$ cat config.mk
export PLATFORM = sky130hd
export DESIGN_NAME = spike_rate_decoder
export DESIGN_NICKNAME = d
export VERILOG_FILES = /design/src/rtl/spike_rate_decoder.sv
export SDC_FILE = /design/constraint.sdc
export NUM_CORES = 1
export LEC_CHECK = 0
export ABC_AREA = 1
export CAP_MARGIN = 15
export CORE_MARGIN = 2
export CORE_UTILIZATION = 57
export CTS_BUF_LIST = sky130_fd_sc_hd__clkbuf_4
export DETAILED_ROUTE_END_ITERATION = 8
export PLACE_DENSITY = 0.84
export REMOVE_ABC_BUFFERS = 1
export SLEW_MARGIN = 10
export SYNTH_ARGS = -nofsm -noshare
export SYNTH_HDL_FRONTEND = slang
export SYNTH_SLANG_ARGS = --single-unit
$ cat constraint.sdc
create_clock -name clk -period 1.85 [get_ports clk]
set_clock_uncertainty 0.15 [all_clocks]
set_input_delay 0.37 -clock clk [delete_from_list [all_inputs] [get_ports clk]]
set_output_delay 0.37 -clock clk [all_outputs]
set_load 0.02 [all_outputs]
$ cat src/rtl/spike_rate_decoder.sv
// Decodes a spike train back into numbers: spike count per programmable window
// (rate path) and cycles between consecutive spikes (ISI path).
//
// state | meaning
// IDLE  | no window open; waits for ena with a non-zero window_len
// COUNT | counting spikes; remaining holds sample edges left in the window
module spike_rate_decoder #(
  parameter int WINDOW_W = 8,
  parameter int COUNT_W  = 6,
  parameter int ISI_W    = 8
) (
  input  logic                clk,
  input  logic                rst_n,
  input  logic                ena,
  input  logic                spike_in,
  input  logic [WINDOW_W-1:0] window_len,
  output logic [COUNT_W-1:0]  rate_out,
  output logic                rate_sat,
  output logic                rate_valid,
  output logic [ISI_W-1:0]    isi_out,
  output logic                isi_valid,
  output logic                busy
);

  typedef enum logic {IDLE, COUNT} state_t;

  localparam logic [COUNT_W-1:0] COUNT_MAX = {COUNT_W{1'b1}};
  localparam logic [ISI_W-1:0]   ICNT_MAX  = {ISI_W{1'b1}};

  state_t              state;
  logic [WINDOW_W-1:0] remaining;
  logic [COUNT_W-1:0]  count;
  logic                sat;
  logic [ISI_W-1:0]    icnt;
  logic                seen_first;

  logic [COUNT_W-1:0]  count_nxt;
  logic                sat_nxt;

  // Count including the current sample; needed both mid-window and on the final edge.
  always_comb begin
    count_nxt = count;
    sat_nxt   = sat;
    if (spike_in) begin
      if (count == COUNT_MAX) sat_nxt = 1'b1;
      else                    count_nxt = count + COUNT_W'(1);
    end
  end

  always_ff @(posedge clk or negedge rst_n) begin
    if (!rst_n) begin
      state      <= IDLE;
      remaining  <= '0;
      count      <= '0;
      sat        <= 1'b0;
      rate_out   <= '0;
      rate_sat   <= 1'b0;
      rate_valid <= 1'b0;
    end else begin
      rate_valid <= 1'b0;
      case (state)
        IDLE: begin
          if (ena && window_len != '0) begin
            remaining <= window_len;
            count     <= '0;
            sat       <= 1'b0;
            state     <= COUNT;
          end
        end
        COUNT: begin
          if (!ena) begin
            state <= IDLE;
          end else if (remaining == WINDOW_W'(1)) begin
            rate_out   <= count_nxt;
            rate_sat   <= sat_nxt;
            rate_valid <= 1'b1;
            count      <= '0;
            sat        <= 1'b0;
            // Reload on the same edge so consecutive windows leave no gap.
            if (window_len != '0) remaining <= window_len;
            else                  state     <= IDLE;
          end else begin
            count     <= count_nxt;
            sat       <= sat_nxt;
            remaining <= remaining - WINDOW_W'(1);
          end
        end
        default: state <= IDLE;
      endcase
    end
  end

  always_ff @(posedge clk or negedge rst_n) begin
    if (!rst_n) begin
      icnt       <= '0;
      seen_first <= 1'b0;
      isi_out    <= '0;
      isi_valid  <= 1'b0;
    end else begin
      isi_valid <= 1'b0;
      if (!ena) begin
        icnt       <= '0;
        seen_first <= 1'b0;
      end else if (spike_in) begin
        if (seen_first) begin
          isi_out   <= icnt;
          isi_valid <= 1'b1;
        end
        icnt       <= ISI_W'(1);
        seen_first <= 1'b1;
      end else if (icnt != ICNT_MAX) begin
        icnt <= icnt + ISI_W'(1);
      end
    end
  end

  assign busy = (state == COUNT);

endmodule

==> impl_metrics.csv <==
group,metric,value,unit
synth,syn-instance-count,282,
clock_network,cts_root_buf,"clkbuf_4",
global_route,grtUsageTotal,24.6,%
clock_network,clock_latency,350,ps
setup_path,max_stage_delay,590,ps
global_route,grt_overflow,0,
min_path,hp-start,"isi_out[6]$_DFFE_PN0P_",
setup_path,crit_type,"flop to output pin",
place,dp.cells,372,
layout,fin_nets,348,
synth,netlist.area_leader.share,47.7,%
sta,slew_headroom,65.4,%
sta,rsz0062_at_grt,"no",
sta,maxSlewViolCount,0,
place,pre_cts_slack,-193,ps
clock_network,cts_buffers,5,
pwr,leakagePower,1.49,nW
setup_path,crit_path_top_delay_cell,"clkdlybuf4s50_1",
floorplanning,die_h,66.2,um
synth,yosys-top-cells-area,"dfrtp_1 (48%), nand2_1 (14%), nand3_1 (8.4%)",
layout,area_delta_synth_final,23.9,%
setup_path,r2r_start,"remaining[1]$_DFFE_PN0P_",
layout,drive_gt1_share,13.6,%
sta,max_freq,0.555,GHz
pwr,vdd_drop_max,529,uV
drt,via_count,2002,
floorplanning,fp.coreArea,3690,um2
clock_network,path_clk_slew,120,ps
layout,antenna_cells,0,
clock_network,cts_sinks,42,
floorplanning,dieWidth,66.2,um
drt,drc,0,
sta,fin_crit,1800,ps
place,placed_cell_area,2670,um2
synth,ys_warn_count,0,
sta,setup_viol,0,
floorplanning,start_util,59.8,%
clock_network,htree_levels,2,
run,maxCapViolCount,0,
sta,tightestPinTransition,520,ps
synth,synth_cell_types,28,
synth,syn-cell-area,2200,um2
clock_network,cts_buffer_depth,2,
setup_path,worst-path-max-fanout,1,
drt,totalWireLength,4570,um
drt,dr.pass1.iters,4,
min_path,min_path_type,"flop to flop",
synth,yosysSeqAreaShare,47.7,%
drt,avgRoutedWirePerCell,12.0,um
floorplanning,dieArea,4380,um2
layout,final_util,74.1,%
global_route,grt_pass1_vias,1976,
setup_path,worstSetupEndpointType,"output pin",
sta,period_share,97.4,%
layout,final_area,2730,um2
clock_network,tritoncts,"done",
global_route,antenna_found_initial,0,
setup_path,worst-r2r-cell-count,9,
setup_path,worstPathCellList,"clkdlybuf4s50_1",
synth,synth_seq_cells,42,
setup_path,critPathRequiredTime,1330,ps
place,hpwlAfterDp,3410,um
synth,avgSynthCellArea,7.82,um2
global_route,grt_pass1_wl,8270,um
outcome,status,"finished clean",
sta,timing.hold.ws,329,ps
place,globalplace.congestion,0.854,
min_path,min_to,"isi_out[6]$_DFFE_PN0P_",
drt,antenna_left,0,
layout,fin_cells,380,
min_path,whs_path_depth,2,
setup_path,cp-start-kind,"flop",
synth,yosysTopAreaCell,"dfrtp_1",
setup_path,ff2ff_setup_slack,160,ps
place,io_buffers,29,
sta,hold_viol,0,
setup_path,critPathTopFamily,"buffers and inverters",
global_route,grt_start_max_net_pins,43,
setup_path,regToRegEndpoint,"remaining[7]$_DFFE_PN0P_",
drt,vias_per_cell,5.27,
drt,dr.first_iter.drc_count,171,
floorplanning,io_pins,30,
setup_path,cp_num_buf_inv,1,
sta,setup_ws,48.1,ps
pwr,p_per_area,750,nW/um2
floorplanning,row_count,22,
setup_path,cp.arrival,1280,ps
## flip-flops by register name (all words and copies together) (netlist names), 6 cells and up
name	cells
rate_out	6
icnt	8
remaining	8
count	6
isi_out	8
## power by group
group / internal (mW) / switching, mW
Clock: 0.137 / 0.285
Combinational: 0.218 / 0.312
Sequential: 1.00 / 0.0947
## kinds of logic after synthesis
| kind of cell | after synthesis | synth area share, % |
|---|---|---|
| AOI/OAI and AO/OA | 36 | 9.70 |
| xor gates and xnor gates | 3 | 1.19 |
| adders and majority gates | 4 | 2.27 |
| buffers and inverters | 44 | 8.29 |
| DFF | 42 | 47.7 |
| and+or+nand+nor | 153 | 30.9 |
## per-layer routing
layer  track usage (%)  vias to the layer above  routed length, um
met5                 0                        -                  0
met4              8.93                        0                 70
met3              5.62                        8                225
met2              42.3                       48               2320
met1              30.1                      940               1950
li1                  -                     1006                  -
## layout make-up
type                            instances  area, um2
Multi-Input combinational cell        196        973
Fill cell                             306        957
Clock buffer                            5       37.5
Timing Repair Buffer                   48        453
Inverter                               39        146
Tap cell                               48       60.1
Sequential cell                        42       1050
Clock inverter                          2       10.0
## layout by cell type, fill, tap and decap left out, types with 3 or more instances in the layout
cell              n
nand2_1          81
dfrtp_1          42
inv_1            37
nand3_1          37
nor2_1           19
o21ai_0          16
buf_4            16
dlygate4sd2_1    12
clkdlybuf4s50_1  11
o21ai_2           6
clkbuf_4          5
dlymetal6s2s_1    5
o21ai_1           4
a31oi_1           4
ha_1              4
nor2_2            3
nand2_2           3
nand4_1           3
a21oi_1           3
## stage by stage
stage	total power [mW]	setup TNS, ps
6_report	2.05	0
5_1_grt	2.19	0
4_1_cts	2.07	0
3_5_place_dp	1.65	-1540
3_3_place_gp	1.63	-714
2_1_floorplan	1.44	0
## repair_timing
action / CTS / global route
endpoints found under the hold margin: 42 / 0
buffers inserted: 0 / 0
hold buffers: 1 / 0
setup endpoints to repair: 12 / 12
gates resized for setup: 12 / 6
## synthesized netlist by cell type
cell,n
buf_2,2
nor2_1,19
a31oi_1,4
inv_1,37
nor3_4,1
nor2_4,2
o21ai_1,4
buf_6,1
a21oi_1,3
o21ai_0,16
xor2_1,1
or2_0,1
nand3_1,37
buf_4,2
dfrtp_1,42
or2_2,1
nor3_2,1
o21ai_2,6
nor2_2,3
o211ai_1,2
ha_1,4
nor3_1,1
inv_2,2
o22ai_1,1
nand2_2,2
nand4_1,3
xnor2_1,2
nand2_1,82
## how the worst max path moves through the flow
stage | startpoint | end | cells past startpoint
final | rate_valid$_DFF_PN0_ | rate_valid | 1
after CTS | isi_out[2]$_DFFE_PN0P_ | isi_out[2] | 1
after global placement | ena | icnt[4]$_DFFE_PN0P_ | 6
after detailed placement | ena | icnt[5]$_DFFE_PN0P_ | 6
after floorplan | window_len[1] | remaining[5]$_DFFE_PN0P_ | 6
after global routing | rate_valid$_DFF_PN0_ | rate_valid | 1
(Power assumes the default switching activity.)
